--- src/rtl/cache_line_fill.sv ---
`default_nettype none
// ============================================================================
//  Module      : cache_line_fill
//  Description : Fetches one cache line from a word-wide memory port after a
//                miss. Words are requested critical-word-first and wrap within
//                the line. Only one request is outstanding at a time. Each
//                returned word is forwarded to the cache as a registered
//                one-cycle fill pulse. A watchdog aborts the line when memory
//                stops answering.
//  Revision    : 1.0  initial release
// ============================================================================
module cache_line_fill #(
   parameter int ADDR_WIDTH     = 32,
   parameter int DATA_WIDTH     = 32,
   parameter int LINE_SIZE      = 16,   // bytes per line, power of two
   parameter int OFFSET_BITS    = 4,    // log2(LINE_SIZE)
   parameter int TIMEOUT_CYCLES = 255   // max cycles waiting for one response
) (
   input  logic                  clk,
   input  logic                  reset,
   // miss interface from the cache
   input  logic                  miss_valid,
   input  logic [ADDR_WIDTH-1:0] miss_addr,
   output logic                  miss_ready,
   // memory request channel
   output logic                  mem_req_valid,
   output logic [ADDR_WIDTH-1:0] mem_req_addr,
   input  logic                  mem_req_ready,
   // memory response channel
   input  logic                  mem_rsp_valid,
   input  logic [DATA_WIDTH-1:0] mem_rsp_data,
   // fill interface toward the cache
   output logic                  fill_valid,
   output logic [ADDR_WIDTH-1:0] fill_addr,
   output logic [DATA_WIDTH-1:0] fill_data,
   output logic                  fill_last,
   output logic                  fill_err
);

   // ------------------------------------------------------------------------
   // Derived sizes
   // ------------------------------------------------------------------------
   // A line holds WORDS 4-byte words; the word index inside the line is the
   // address slice [OFFSET_BITS-1:2], so IDX_BITS wide. The line-relative
   // index arithmetic relies on WORDS being a power of two so that the
   // natural wrap of an IDX_BITS-wide adder equals "mod WORDS".
   localparam int WORDS    = LINE_SIZE / 4;
   localparam int IDX_BITS = OFFSET_BITS - 2;
   localparam int TAG_BITS = ADDR_WIDTH - OFFSET_BITS;

   // The wait counter only ever holds 0 .. TIMEOUT_CYCLES-1: the cycle in
   // which it shows TIMEOUT_CYCLES-1 is the last one a response may arrive.
   localparam int CNT_BITS = (TIMEOUT_CYCLES > 1) ? $clog2(TIMEOUT_CYCLES) : 1;

   localparam logic [IDX_BITS-1:0] LAST_WORD    = IDX_BITS'(WORDS - 1);
   localparam logic [CNT_BITS-1:0] TIMEOUT_LAST = CNT_BITS'(TIMEOUT_CYCLES - 1);

   // ------------------------------------------------------------------------
   // State encoding
   // ------------------------------------------------------------------------
   localparam logic [1:0] ST_IDLE     = 2'd0;
   localparam logic [1:0] ST_ISSUE    = 2'd1;
   localparam logic [1:0] ST_WAIT_RSP = 2'd2;
   localparam logic [1:0] ST_DONE     = 2'd3;

   logic [1:0]          state;
   logic [1:0]          state_next;

   // ------------------------------------------------------------------------
   // Line context captured when a miss is accepted
   // ------------------------------------------------------------------------
   logic [TAG_BITS-1:0] line_tag;     // miss_addr above the line offset
   logic [IDX_BITS-1:0] start_idx;    // critical word index
   logic [IDX_BITS-1:0] word_cnt;     // k: how many words already returned
   logic [CNT_BITS-1:0] wait_cnt;     // cycles spent in the current WAIT_RSP

   // The byte-within-word bits of the miss address never matter: every
   // request and fill address is word aligned.
   logic [1:0]          unused_byte_sel;
   assign unused_byte_sel = miss_addr[1:0];

   // ------------------------------------------------------------------------
   // Combinational helpers
   // ------------------------------------------------------------------------
   logic                  accept_miss;
   logic                  req_fire;
   logic                  rsp_fire;
   logic                  last_word;
   logic                  timeout;
   logic [IDX_BITS-1:0]   word_idx;
   logic [ADDR_WIDTH-1:0] cur_addr;

   // Handshakes and the critical-word-first address of the current word.
   // word_idx wraps naturally inside the line, so the k-th request lands on
   // (start + k) mod WORDS. cur_addr stays constant through ISSUE and
   // WAIT_RSP of one word because word_cnt only advances on a response,
   // which keeps the request address stable under back-pressure and lets
   // the fill reuse it as the matching address.
   always_comb begin
      accept_miss = (state == ST_IDLE) && miss_valid;
      req_fire    = (state == ST_ISSUE) && mem_req_ready;
      rsp_fire    = (state == ST_WAIT_RSP) && mem_rsp_valid;
      last_word   = (word_cnt == LAST_WORD);
      // A response arriving in the final allowed cycle takes priority.
      timeout     = (state == ST_WAIT_RSP) && !mem_rsp_valid &&
                    (wait_cnt == TIMEOUT_LAST);
      word_idx    = start_idx + word_cnt;
      cur_addr    = {line_tag, word_idx, 2'b00};
   end

   // ------------------------------------------------------------------------
   // FSM
   // ------------------------------------------------------------------------

   // State register.
   always_ff @(posedge clk) begin
      if (reset) begin
         state <= ST_IDLE;
      end else begin
         state <= state_next;
      end
   end

   // Next-state logic: one request in flight, one word per ISSUE/WAIT_RSP
   // round trip, a single DONE cycle before the next miss can be taken.
   always_comb begin
      state_next = state;
      case (state)
         ST_IDLE: begin
            if (accept_miss) begin
               state_next = ST_ISSUE;
            end
         end
         ST_ISSUE: begin
            if (req_fire) begin
               state_next = ST_WAIT_RSP;
            end
         end
         ST_WAIT_RSP: begin
            if (rsp_fire) begin
               state_next = last_word ? ST_DONE : ST_ISSUE;
            end else if (timeout) begin
               state_next = ST_IDLE;
            end
         end
         ST_DONE: begin
            state_next = ST_IDLE;
         end
         default: begin
            state_next = ST_IDLE;
         end
      endcase
   end

   // State-decoded outputs: ready only in IDLE, request only in ISSUE. The
   // request address is zeroed outside ISSUE so the bus is quiet when idle.
   always_comb begin
      miss_ready    = (state == ST_IDLE);
      mem_req_valid = (state == ST_ISSUE);
      mem_req_addr  = (state == ST_ISSUE) ? cur_addr : '0;
   end

   // ------------------------------------------------------------------------
   // Datapath
   // ------------------------------------------------------------------------

   // Line context, word counter and response watchdog.
   always_ff @(posedge clk) begin
      if (reset) begin
         line_tag  <= '0;
         start_idx <= '0;
         word_cnt  <= '0;
         wait_cnt  <= '0;
      end else begin
         if (accept_miss) begin
            line_tag  <= miss_addr[ADDR_WIDTH-1:OFFSET_BITS];
            start_idx <= miss_addr[OFFSET_BITS-1:2];
            word_cnt  <= '0;
            wait_cnt  <= '0;
         end
         // Every entry into WAIT_RSP starts the watchdog from zero.
         if (req_fire) begin
            wait_cnt <= '0;
         end
         if (rsp_fire) begin
            word_cnt <= word_cnt + 1'b1;
         end else if ((state == ST_WAIT_RSP) && !timeout) begin
            wait_cnt <= wait_cnt + 1'b1;
         end
      end
   end

   // Registered fill port: one pulse per accepted response, with address,
   // data and last flag forced to zero whenever no fill is being presented.
   // The abort pulse is registered the same way so it lines up with the
   // first IDLE cycle after the timeout.
   always_ff @(posedge clk) begin
      if (reset) begin
         fill_valid <= 1'b0;
         fill_addr  <= '0;
         fill_data  <= '0;
         fill_last  <= 1'b0;
         fill_err   <= 1'b0;
      end else begin
         fill_valid <= rsp_fire;
         fill_addr  <= rsp_fire ? cur_addr : '0;
         fill_data  <= rsp_fire ? mem_rsp_data : '0;
         fill_last  <= rsp_fire && last_word;
         fill_err   <= timeout;
      end
   end

endmodule
`default_nettype wire

--- config.mk ---
export PLATFORM = sky130hd
export DESIGN_NAME = cache_line_fill
export DESIGN_NICKNAME = d
export VERILOG_FILES = /design/src/rtl/cache_line_fill.sv
export SDC_FILE = /design/constraint.sdc
export NUM_CORES = 1
export LEC_CHECK = 0
export ABC_CLOCK_PERIOD_IN_PS = 2250
export BUFFER_PORTS_ARGS = -buffer_cell sky130_fd_sc_hd__buf_2
export CORE_ASPECT_RATIO = 0.6
export CORE_MARGIN = 10
export CORE_UTILIZATION = 25
export CTS_CLUSTER_DIAMETER = 50
export DETAILED_ROUTE_END_ITERATION = 6
export PLACE_DENSITY = 0.58
export SYNTH_ARGS = -nofsm -noshare
export SYNTH_HDL_FRONTEND = slang
export SYNTH_SLANG_ARGS = --single-unit
--- constraint.sdc ---
create_clock -name clk -period 2.25 [get_ports clk]
set_clock_uncertainty 0.2 [all_clocks]
set_input_delay 0.1125 -clock clk [delete_from_list [all_inputs] [get_ports clk]]
set_output_delay 0.1125 -clock clk [all_outputs]
set_load 0.05 [all_outputs]
# Word-level counts from Yosys, hierarchy flattened
# Cells that the tools add are included.
dict set report word_totals {
  input_bits 69
  output_inout_bits 101
  latchBits 0
  elab_cells 49
  memories 0
  romBits 0
  ramBits 0
  reg_bits 109
}
dict set report op_classes {
  shifts 0
  mux 13
  reduce_logical 13
  div_mod_pow 0
  mul 0
  n_eq_ne 8
  addsub 3
  order_cmp 0
  n_bitwise 1
}
# cell n
set ops {}
lappend ops {{$mux W32} 1}
lappend ops {{$mux W8} 4}
lappend ops {{$mux W2} 7}
lappend ops {{$add A8 B1 Y8 const B} 1}
lappend ops {{$eq A8 B8 Y1 const B} 1}
lappend ops {{$pmux W2 S4} 1}
lappend ops {{$logic_and A1 B1 Y1} 7}
lappend ops {{$eq A2 B2 Y1 const B} 3}
lappend ops {{$ne A2 B1 Y1 const B} 2}
lappend ops {{$ne A3 B3 Y1 const B} 1}
lappend ops {{$reduce_and A3 Y1} 1}
lappend ops {{$add A2 B1 Y2 const B} 1}
lappend ops {{$add A2 B2 Y2} 1}
lappend ops {{$eq A2 B1 Y1 const B} 1}
lappend ops {{$logic_not A1 Y1} 2}
lappend ops {{$logic_not A2 Y1} 1}
lappend ops {{$reduce_bool A2 Y1} 1}
lappend ops {{$reduce_or A2 Y1} 1}
lappend ops {{$not A1 Y1} 1}

# Longest topological paths before layout
# Gate-level depths: netlist of the first run.
dict set report logic_depth {
  word_depth 7
  mapped_depth 5
  ltp_nobuf 5
}

# Worst setup path before layout of the first run
# OpenSTA, ideal clock, no wires.
dict set report synth_timing {
  path_type {register -> output}
  start {reg word_cnt[0]}
  end {out mem_req_addr[3]}
  n_path_buf 0
  setup_slack_ps 103
  stages_incl_launch_ff 5
  arrival_time_ps 1835
  required_ps 1938
  cell_sequence {dfxtp_1 -> ha_1 -> xor2_1 -> xnor2_1 -> nor3_1}
}
dict set report synth_via {
  elab_chain_len 2
}
# item line_no
set synth_lines {}
lappend synth_lines {{from (decl)} 74} ;# logic [IDX_BITS-1:0] word_cnt;
lappend synth_lines {{from (signal assigned)} 186} ;# word_cnt <= word_cnt + 1'b1;
lappend synth_lines {{$add A2 B2 Y2} 107} ;# word_idx = start_idx + word_cnt;
lappend synth_lines {{$mux W32} 160} ;# mem_req_addr = (state == ST_ISSUE) ? cur_addr : '0;
lappend synth_lines {{to (decl)} 27} ;# output logic [ADDR_WIDTH-1:0] mem_req_addr,
# Every way passes these cells.

# Worst setup path after layout of the first run
dict set report layout_timing {
  start {reg state[1]}
  end {out mem_req_addr[6]}
}
dict set report layout_via {
  elab_chain_len 2
}
# item line_no
set layout_lines {}
lappend layout_lines {{from (decl)} 66} ;# logic [1:0] state;
lappend layout_lines {{from (signal assigned)} 120} ;# state <= state_next;
lappend layout_lines {{$eq A2 B1 Y1} 160}
lappend layout_lines {{$mux W32} 160}
# Every way passes these cells.

==> metrics.cfg, run 1 <==
[pwr]
power.switching_mw = 1.06
p_int_mw = 2.92
power.density_mw_per_mm2 = 689
pwr-share-clk_pct = 38.2
max-vdd-ir-drop_v = 0.000380
p_leak_nw = 2.73
pwr-share-comb_pct = 12.4
power_mw = 3.99
seqPwrFrac_pct = 49.4
sw_frac_of_total_pct = 26.7

[route]
num_vias = 3443
drt_drc_violations_left = 0
drt-total-wl_microns = 12100
antenna_left = 0
routedWlPerCell_microns = 14.5
vias_per_cell = 4.15
dr.pass1.iters = 4
drt_iter0_drc = 155

[logic_synthesis]
async_flop_share_pct = 0
ys_seq_elements = 107
yosysTopAreaCell = dfxtp_1
synth_edf_count = 0
synth_compound_area_share_pct = 8.33
synthFlopType = dfxtp_1
synth_xor_area_share_pct = 0.457
synthSimpleGateAreaFrac_pct = 28.4
synth_top_area_share_pct = 55.9
netlist_top_cells_area = dfxtp_1 56%, and2_1 15%, nand2_1 6.2%
synth_top_family_by_area = simple AND/OR/NAND/NOR gates
synth_cell_types = 43
synthMuxAreaShare_pct = 1.31
synthCells = 402
synthAdderAreaFrac_pct = 1.31
synth.most_common_cell = dfxtp_1
synth_common_cells = 107 x dfxtp_1, 93 x and2_1, 63 x nand2_1, 33 x a21oi_1, 10 x clkbuf_1
syn_area_sq_mm = 0.00383
yosysWarningCount = 0
ys_seq_area_share_pct = 55.9
avgSynthCellArea_sq_um = 9.53

[worst_setup_path]
cp-start-kind = flip-flop
arrival_ns = 1.74
cp-end-kind = primary output
crit_chain = and2b_1 -> buf_4 -> and2_1 -> buf_2
path_max_fanout = 17
required_ns = 1.94
cpMaxStageDelayCell = dfxtp_1
slowest_delay_ns = 0.56
rrSetupSlack_ns = 0.29
crit_type = flip-flop to primary output

[sta]
fin_crit_sh_pct = 91.3
slew_headroom_pct = 49.6
min_period_ns = 2.05
final_max_slew_viol_count = 0
setup_slack_ns = 0.196
setup_viol = 0
fmax_ghz = 0.487
hold_violations = 0
hold_ws_ns = 0.0688
tightest_slew_ns = 0.756
rsz0062_at_grt = no
fin_tns_setup_ns = 0

[placement]
dpl.cell_count = 749
dp_hpwl_microns = 8610
port_buffers = 163
gp_congestion = 0.774
preCtsSetupSlack_ns = 0.325

[layout]
fillers = 1499
layout.cells.non_filler = 830
drive_above_1_share_pct = 31.5
nets = 699
syn2layout_area_growth_pct = 51.0

[worst_hold_path]
hold_class = input port to flip-flop

[clock_tree]
cts_sinks = 107
cts_buffer_depth = 2
cts_tree = yes
cts.repair.resized = 0
cts_max_level = 3
cts.clk_slew.worst_paths_ns = 0.07
clock_latency_ns = 0.34
cts-root-buf = clkbuf_16
cts_buffers = 9

[floorplanning]
rows = 34
die_x_microns = 180
initial_core_util_pct = 26.0
die_h_microns = 116
core_sq_mm = 0.0148
pin_count = 170
die_area_sq_mm = 0.0208

[global_routing]
grt_max_degree = 35
grt_usage_pct = 11.4
grt_pass1_vias = 3622
antenna_found_initial = 1
grt_pass1_wl_microns = 19400
grt-ovfl-total = 0

[outcome]
outcome = complete, no violations

[job]
maxCapViolations = 0

==> registers in the layout (all words and copies together) (netlist names) <==
name,count
fill_data,32
fill_addr,30
line_tag,28
wait_cnt,8
start_idx,2
state,2
word_cnt,2
fill_err,1
fill_last,1
fill_valid,1
==> critical path, delay by kind of cell (launching register included) <==
kind	cells	cell delay, ns
AND/OR/NAND/NOR	2	0.44
buffers and inverters	2	0.40
flip-flops	1	0.56
==> power groups by stage <==
stage	Clock (mW)	Combinational [mW]	Sequential, mW
after floorplan	0	0.247	2.03
after global placement	0	0.405	2.01
after detailed placement	0	0.410	2.01
after CTS	1.58	0.499	1.97
after global routing	1.64	0.542	1.98
final	1.52	0.496	1.97
==> cell type report <==
class	count	area, sq um	area share (%)
Antenna cell	1	2.50	0.0433
Clock buffer	10	229	3.96
Clock inverter	6	56.3	0.973
Inverter	4	15.0	0.260
Multi-Input combinational cell	265	1550	26.7
Sequential cell	107	2140	37.0
Tap cell	198	248	4.28
Timing Repair Buffer	239	1550	26.7
==> stage by stage <==
stage	utilization, %	instance area [sq um]
after CTS	39.2	5780
after global placement	32.9	4860
final	39.2	5790
after global routing	39.2	5790
after floorplan	-	3840
after detailed placement	32.9	4860
==> placed cells by master, fill, tap and decap left out, types with 2 or more instances in the layout <==
master           n
buf_2          163
dfxtp_1        107
and2_1          93
dlygate4sd3_1   64
nand2_1         63
a21oi_1         33
buf_4           12
o21ai_0          9
clkbuf_16        9
nor2b_1          8
nor2_1           6
mux2i_1          5
nand3_1          4
ha_1             4
conb_1           4
inv_1            3
nor3_1           3
and3_1           3
a211oi_1         3
and4_1           2
a31oi_1          2
nand4_1          2
nor3b_1          2
inv_8            2
inv_6            2
==> path summary, 6_finish.rpt <==
path                                     from         endpoint  depth (start not counted)
worst min-delay path            mem_req_ready         state[0]                          5
worst max register to register       state[1]     fill_data[8]                          5
worst max-delay path                 state[1]  mem_req_addr[6]                          4
worst min register to register   line_tag[15]     line_tag[15]                          2
==> metal layers <==
layer  vias to the layer above  global-route usage (%)  wire (microns)
met5                         -                       0               0
met4                         0                    3.02             176
met3                        13                    4.27             876
met2                       114                    19.3            5570
met1                      1579                    13.4            5440
li1                       1737                       -               -
==> what timing repair did <==
| item | 4_1_cts | 5_1_grt |
|---|---|---|
| buffers inserted | 0 | 0 |
| hold endpoints to repair | 65 | 0 |
| hold buffers | 64 | 0 |
==> cells by family (layout without fill, tap and decap cells) <==
family,Yosys count,count (layout)
AO/OA/AOI/OAI,55,55
XOR/XNOR,2,2
other,1,5
AND/OR/NAND/NOR,195,195
multiplexers,5,5
flip-flops,107,107
buffers and inverters,33,259
adder cells (fa/ha/maj),4,4
No activity file was read; power rests on OpenSTA's default activity.
==> run 2: changes to the inputs <==
--- a/config.mk
+++ b/config.mk
@@ -5,13 +5,14 @@
 export SDC_FILE = /design/constraint.sdc
 export NUM_CORES = 1
 export LEC_CHECK = 0
-export ABC_CLOCK_PERIOD_IN_PS = 2250
+export ABC_CLOCK_PERIOD_IN_PS = 2400
 export BUFFER_PORTS_ARGS = -buffer_cell sky130_fd_sc_hd__buf_2
 export CORE_ASPECT_RATIO = 0.6
 export CORE_MARGIN = 10
 export CORE_UTILIZATION = 25
 export CTS_CLUSTER_DIAMETER = 50
 export DETAILED_ROUTE_END_ITERATION = 6
+export GPL_ROUTABILITY_DRIVEN = 0
 export PLACE_DENSITY = 0.58
 export SYNTH_ARGS = -nofsm -noshare
 export SYNTH_HDL_FRONTEND = slang
==> constraint.sdc (replaced) <==
create_clock -name clk -period 2.4 [get_ports clk]
set_clock_uncertainty 0.2 [all_clocks]
set_input_delay 0.12 -clock clk [delete_from_list [all_inputs] [get_ports clk]]
set_output_delay 0.12 -clock clk [all_outputs]
set_load 0.05 [all_outputs]
==> run 2 against run 1 <==
  * First-iteration DRC count fell by 23%
  * Non-clock buffer count fell by 1
  * Flip-flop and latch count did not move
  * Clock power rose by 5%
  * Final area rose by 1.0%
  * Hold slack got worse by 0.043 ns
  * Clock-buffer cell count fell by 1
  * Largest cell class unchanged
==> metrics.cfg, run 2 (synthesized netlist as in run 1, its figures left out) <==
[layout]
syn2layout_area_growth_pct = 52.6
largest_register_ff_count = 32
regArea_sq_mm = 0.00214
multi_input_area_sq_mm = 0.00155
fillers = 1489
nets = 698
final_cell_mix = 163 x buf_2, 107 x dfxtp_1, 93 x and2_1
antenna_cells = 0
top_regs = fill_data: 32 flops, fill_addr: 30 flops, line_tag: 28 flops
largest-register = fill_data
drive_above_1_share_pct = 31.4
layout_commonest_cell = buf_2

[clock_tree]
cts_buffers = 9
cts-root-buf = clkbuf_16
cts_buffer_depth = 2
cts_sinks = 107
cts_setup_buffers = 0
cts_max_level = 3
clock_latency_ns = 0.34
cts_tree = yes
cts.clk_slew.worst_paths_ns = 0.08

[outcome]
outcome = complete, no violations

[job]
maxCapViolations = 0

[floorplanning]
core_sq_mm = 0.0148
die_h_microns = 116
die_area_sq_mm = 0.0208
initial_core_util_pct = 26.0
pin_count = 170
rows = 34
die_x_microns = 180

[worst_setup_path]
rrSetupSlack_ns = 0.50
arrival_ns = 1.87
r2r_cells = 5
cp-start-kind = flip-flop
path_max_fanout = 30
cp-end-kind = primary output
reg2reg_to = wait_cnt[3]
required_ns = 2.08
rr_startpoint = wait_cnt[0]
crit_type = flip-flop to primary output

[pwr]
max-vdd-ir-drop_v = 0.000334
power.density_mw_per_mm2 = 668
p_leak_nw = 2.76

[worst_hold_path]
hold_depth = 4
hp-start = mem_req_ready
hold_class = input port to flip-flop
min_to = state[0]

[placement]
port_buffers = 163
dp_hpwl_microns = 8720
preCtsSetupSlack_ns = 0.519

[route]
antenna_left = 0
num_vias = 3436
drt_iter0_drc = 119
drt_drc_violations_left = 0
routedWlPerCell_microns = 14.7
drt-total-wl_microns = 12200
vias_per_cell = 4.15
dr.pass1.iters = 4

[sta]
fmax_ghz = 0.457
setup_viol = 0
rsz0062_at_grt = no
fin_tns_setup_ns = 0
final_max_slew_viol_count = 0
hold_violations = 0
min_period_ns = 2.19
setup_slack_ns = 0.213
fin_crit_sh_pct = 91.1

[global_routing]
grt-ovfl-total = 0
grt_pass1_vias = 3659
grt_pass1_wl_microns = 19600
grt_usage_pct = 11.5
grt_max_degree = 35
antenna_found_initial = 0

run 2: cell count changes in the layout (fill, tap and decap cells not counted):
cell           before  now
clkbuf_1            1    0
clkinvlp_4          1    0
clkinv_8            0    2
bufinv_16           0    1
buf_4              12    8
buf_12              0    2
clkinv_4            1    0
dlygate4sd3_1      64   65
diode_2             1    0
run 2: layer usage:
layer / part of all wire, % / wire length, microns / track usage [%] / vias up
met5: 0 / 0 / 0 / -
met4: 0.81 / 99 / 2.47 / 0
met1: 46 / 5640 / 14.1 / 1588
li1: - / - / - / 1733
met2: 46 / 5650 / 19.1 / 104
met3: 6.5 / 789 / 4.05 / 11
run 2: how the worst max path moves through the flow:
stage / from / to / slack [ns]
after global placement: state[1] / fill_addr[31] / 0.57
after CTS: state[0] / mem_req_addr[6] / 0.17
after global routing: state[0] / mem_req_addr[22] / 0.09
after detailed placement: state[1] / fill_addr[3] / 0.52
after floorplan: word_cnt[0] / mem_req_addr[3] / 0.25
final: state[0] / mem_req_addr[6] / 0.21
run 2: final cells by class:
cell class	count	share of cell area [%]
Clock inverter	7	1.76
Tap cell	198	4.24
Multi-Input combinational cell	265	26.5
Clock buffer	9	3.85
Sequential cell	107	36.6
Timing Repair Buffer	238	26.8
Inverter	4	0.257
run 2: power by group:
group	internal [mW]	total, mW	switching (mW)
Sequential	1.82	1.85	0.0316
Clock	0.851	1.59	0.740
Combinational	0.196	0.465	0.269
run 2: worst max-delay path, stage by stage, from the launching register on:
cell	delay, ns
dfxtp_1	0.55
and2b_1	0.19
buf_4	0.30
and2_1	0.20
buf_2	0.27
run 2: metrics by stage:
stage / std cells / util, % / area, sq um / hold slack [ns] / power (mW)
2_1_floorplan: 405 / - / 3840 / 0.0417 / 2.13
3_3_place_gp: 747 / 33.0 / 4870 / 0.118 / 2.27
3_5_place_dp: 747 / 33.0 / 4870 / 0.122 / 2.28
4_1_cts: 828 / 39.6 / 5850 / 0.0185 / 3.98
5_1_grt: 828 / 39.6 / 5850 / 0.0666 / 4.07
6_report: 828 / 39.6 / 5850 / 0.0263 / 3.91
run 2: repair_timing:
| action | 4_1_cts | 5_1_grt |
|---|---|---|
| hold buffers | 65 | 0 |
| hold endpoints to repair | 64 | 0 |
| gates resized for setup | 0 | 0 |
==> run 3: changes to the inputs <==
--- a/config.mk
+++ b/config.mk
@@ -5,7 +5,7 @@
 export SDC_FILE = /design/constraint.sdc
 export NUM_CORES = 1
 export LEC_CHECK = 0
-export ABC_CLOCK_PERIOD_IN_PS = 2400
+export ABC_CLOCK_PERIOD_IN_PS = 1900
 export BUFFER_PORTS_ARGS = -buffer_cell sky130_fd_sc_hd__buf_2
 export CORE_ASPECT_RATIO = 0.6
 export CORE_MARGIN = 10
@@ -13,7 +13,7 @@
 export CTS_CLUSTER_DIAMETER = 50
 export DETAILED_ROUTE_END_ITERATION = 6
 export GPL_ROUTABILITY_DRIVEN = 0
-export PLACE_DENSITY = 0.58
+export PLACE_DENSITY = 0.59
 export SYNTH_ARGS = -nofsm -noshare
 export SYNTH_HDL_FRONTEND = slang
 export SYNTH_SLANG_ARGS = --single-unit
==> constraint.sdc (replaced) <==
create_clock -name clk -period 1.9 [get_ports clk]
set_clock_uncertainty 0.2 [all_clocks]
set_input_delay 0.095 -clock clk [delete_from_list [all_inputs] [get_ports clk]]
set_output_delay 0.095 -clock clk [all_outputs]
set_load 0.05 [all_outputs]
==> run 3 against run 2 <==
  * Utilization is 2.3 points higher
  * Flip-flop and latch count did not move
  * Non-clock buffer count increased by 9
  * Register-to-register slack worse by 0.32 ns
  * Clock-buffer cell count rose by 1
  * Hold slack got worse by 0.015 ns
  * Routed wire length up 4.0%
  * Setup slack worse by 0.14 ns
  * Via count rose by 1.2%
  * Largest power group unchanged
==> metrics.cfg, run 3 (synthesized netlist as in run 1, its figures left out) <==
[outcome]
outcome = complete, no violations

[pwr]
p_leak_nw = 2.85
max-vdd-ir-drop_v = 0.000460
power.density_mw_per_mm2 = 779

[worst_setup_path]
cp-end-kind = primary output
crit_type = flip-flop to primary output
cp-start-kind = flip-flop
required_ns = 1.60
arrival_ns = 1.53
path_max_fanout = 5

[floorplanning]
initial_core_util_pct = 26.0
die_area_sq_mm = 0.0208
pin_count = 170
rows = 34
core_sq_mm = 0.0148
die_x_microns = 180
die_h_microns = 116

[global_routing]
grt_pass1_vias = 3714
grt_usage_pct = 11.4
antenna_found_initial = 0
grt_pass1_wl_microns = 19500
grt-ovfl-total = 0
grt_max_degree = 40

[clock_tree]
cts_sinks = 107
cts-root-buf = clkbuf_16
cts_tree = yes
cts.clk_slew.worst_paths_ns = 0.08
cts_buffers = 9
cts_max_level = 3
cts_buffer_depth = 2
clock_latency_ns = 0.34

[layout]
fillers = 1447
largest-register = fill_data
multi_input_area_sq_mm = 0.00162
syn2layout_area_growth_pct = 61.5
final_cell_mix = 133 x buf_2, 103 x dfxtp_1, 71 x and2_1
layout_commonest_cell = buf_2
regArea_sq_mm = 0.00215
post-route-util_pct = 41.9
largest_register_ff_count = 32
antenna_cells = 0
nets = 707
top_regs = fill_data: 32 flops, fill_addr: 30 flops, line_tag: 28 flops
layout.cells.non_filler = 837
drive_above_1_share_pct = 36.9

[route]
routedWlPerCell_microns = 15.1
vias_per_cell = 4.15
dr.pass1.iters = 4
antenna_left = 0
num_vias = 3476
drt_drc_violations_left = 0
drt-total-wl_microns = 12700
drt_iter0_drc = 205

[sta]
hold_violations = 0
setup_viol = 0
fin_tns_setup_ns = 0
final_max_slew_viol_count = 0
fmax_ghz = 0.548
fin_crit_sh_pct = 96.0
setup_slack_ns = 0.0767
min_period_ns = 1.82

[placement]
preCtsSetupSlack_ns = 0.111
port_buffers = 163
dp_hpwl_microns = 8680
dpl.cell_count = 753

[job]
maxCapViolations = 0

[worst_hold_path]
hold_class = input port to flip-flop

==> run 3: cell types whose count changed in the layout (fill, tap and decap cells not counted), moves of 3 or more <==
cell,delta
buf_8,+12
buf_6,+21
dfxtp_1,-4
and2_4,+22
buf_2,-30
and2_1,-22
dfxtp_2,+3
buf_4,+8
==> run 3: metrics by stage <==
stage	instance area [sq um]	power [mW]	hold slack (ns)
after detailed placement	4890	2.88	0.0980
final	6190	4.82	0.0115
after global routing	6190	5.05	0.0157
after global placement	4890	2.87	0.0938
after CTS	6030	4.84	0.00443
after floorplan	3850	2.69	0.0167
==> run 3: area by class of cell <==
class,instances,share of cell area [%]
Inverter,4,0.243
Sequential cell,107,34.7
Clock buffer,10,3.70
Tap cell,198,4.00
Multi-Input combinational cell,265,26.1
Timing Repair Buffer,247,30.2
Clock inverter,6,0.991
==> run 3: power breakdown <==
group / total [mW] / switching (mW) / internal [mW] / leakage [nW]
Clock: 1.80 / 0.878 / 0.921 / 0.138
Combinational: 0.683 / 0.367 / 0.316 / 1.84
Sequential: 2.34 / 0.0423 / 2.30 / 0.869
Total: 4.82 / 1.29 / 3.53 / 2.85
==> run 3: worst paths after layout <==
kind	startpoint	endpoint	slack (ns)	depth (start not counted)
setup reg to reg	state[1]	wait_cnt[1]	0.18	4
hold / removal	reset	fill_valid	0.01	3
setup / recovery	word_cnt[0]	mem_req_addr[3]	0.08	5
hold reg to reg	start_idx[0]	start_idx[0]	0.26	2
==> run 3: repair_timing <==
action / 4_1_cts / 5_1_grt
hold buffers: 64 / 0
gates cloned: 0 / 2
pin swaps: 0 / 2
endpoints found under the setup margin: 31 / 35
setup buffers: 1 / 2
resized for setup: 65 / 42
hold endpoints to repair: 66 / 0
==> run 3: layer usage <==
layer / GRT usage, % / vias up / wire (microns)
met2: 19.4 / 109 / 6050
met1: 13.1 / 1605 / 5640
met5: 0 / - / 0
met3: 4.48 / 10 / 857
li1: - / 1752 / -
met4: 3.24 / 0 / 119
==> run 3: worst max-delay path, cell delays in order, from the launching register on <==
cell	delay [ns]
dfxtp_2	0.34
ha_1	0.21
xor2_2	0.16
xnor2_1	0.15
nor3_2	0.14
buf_6	0.18
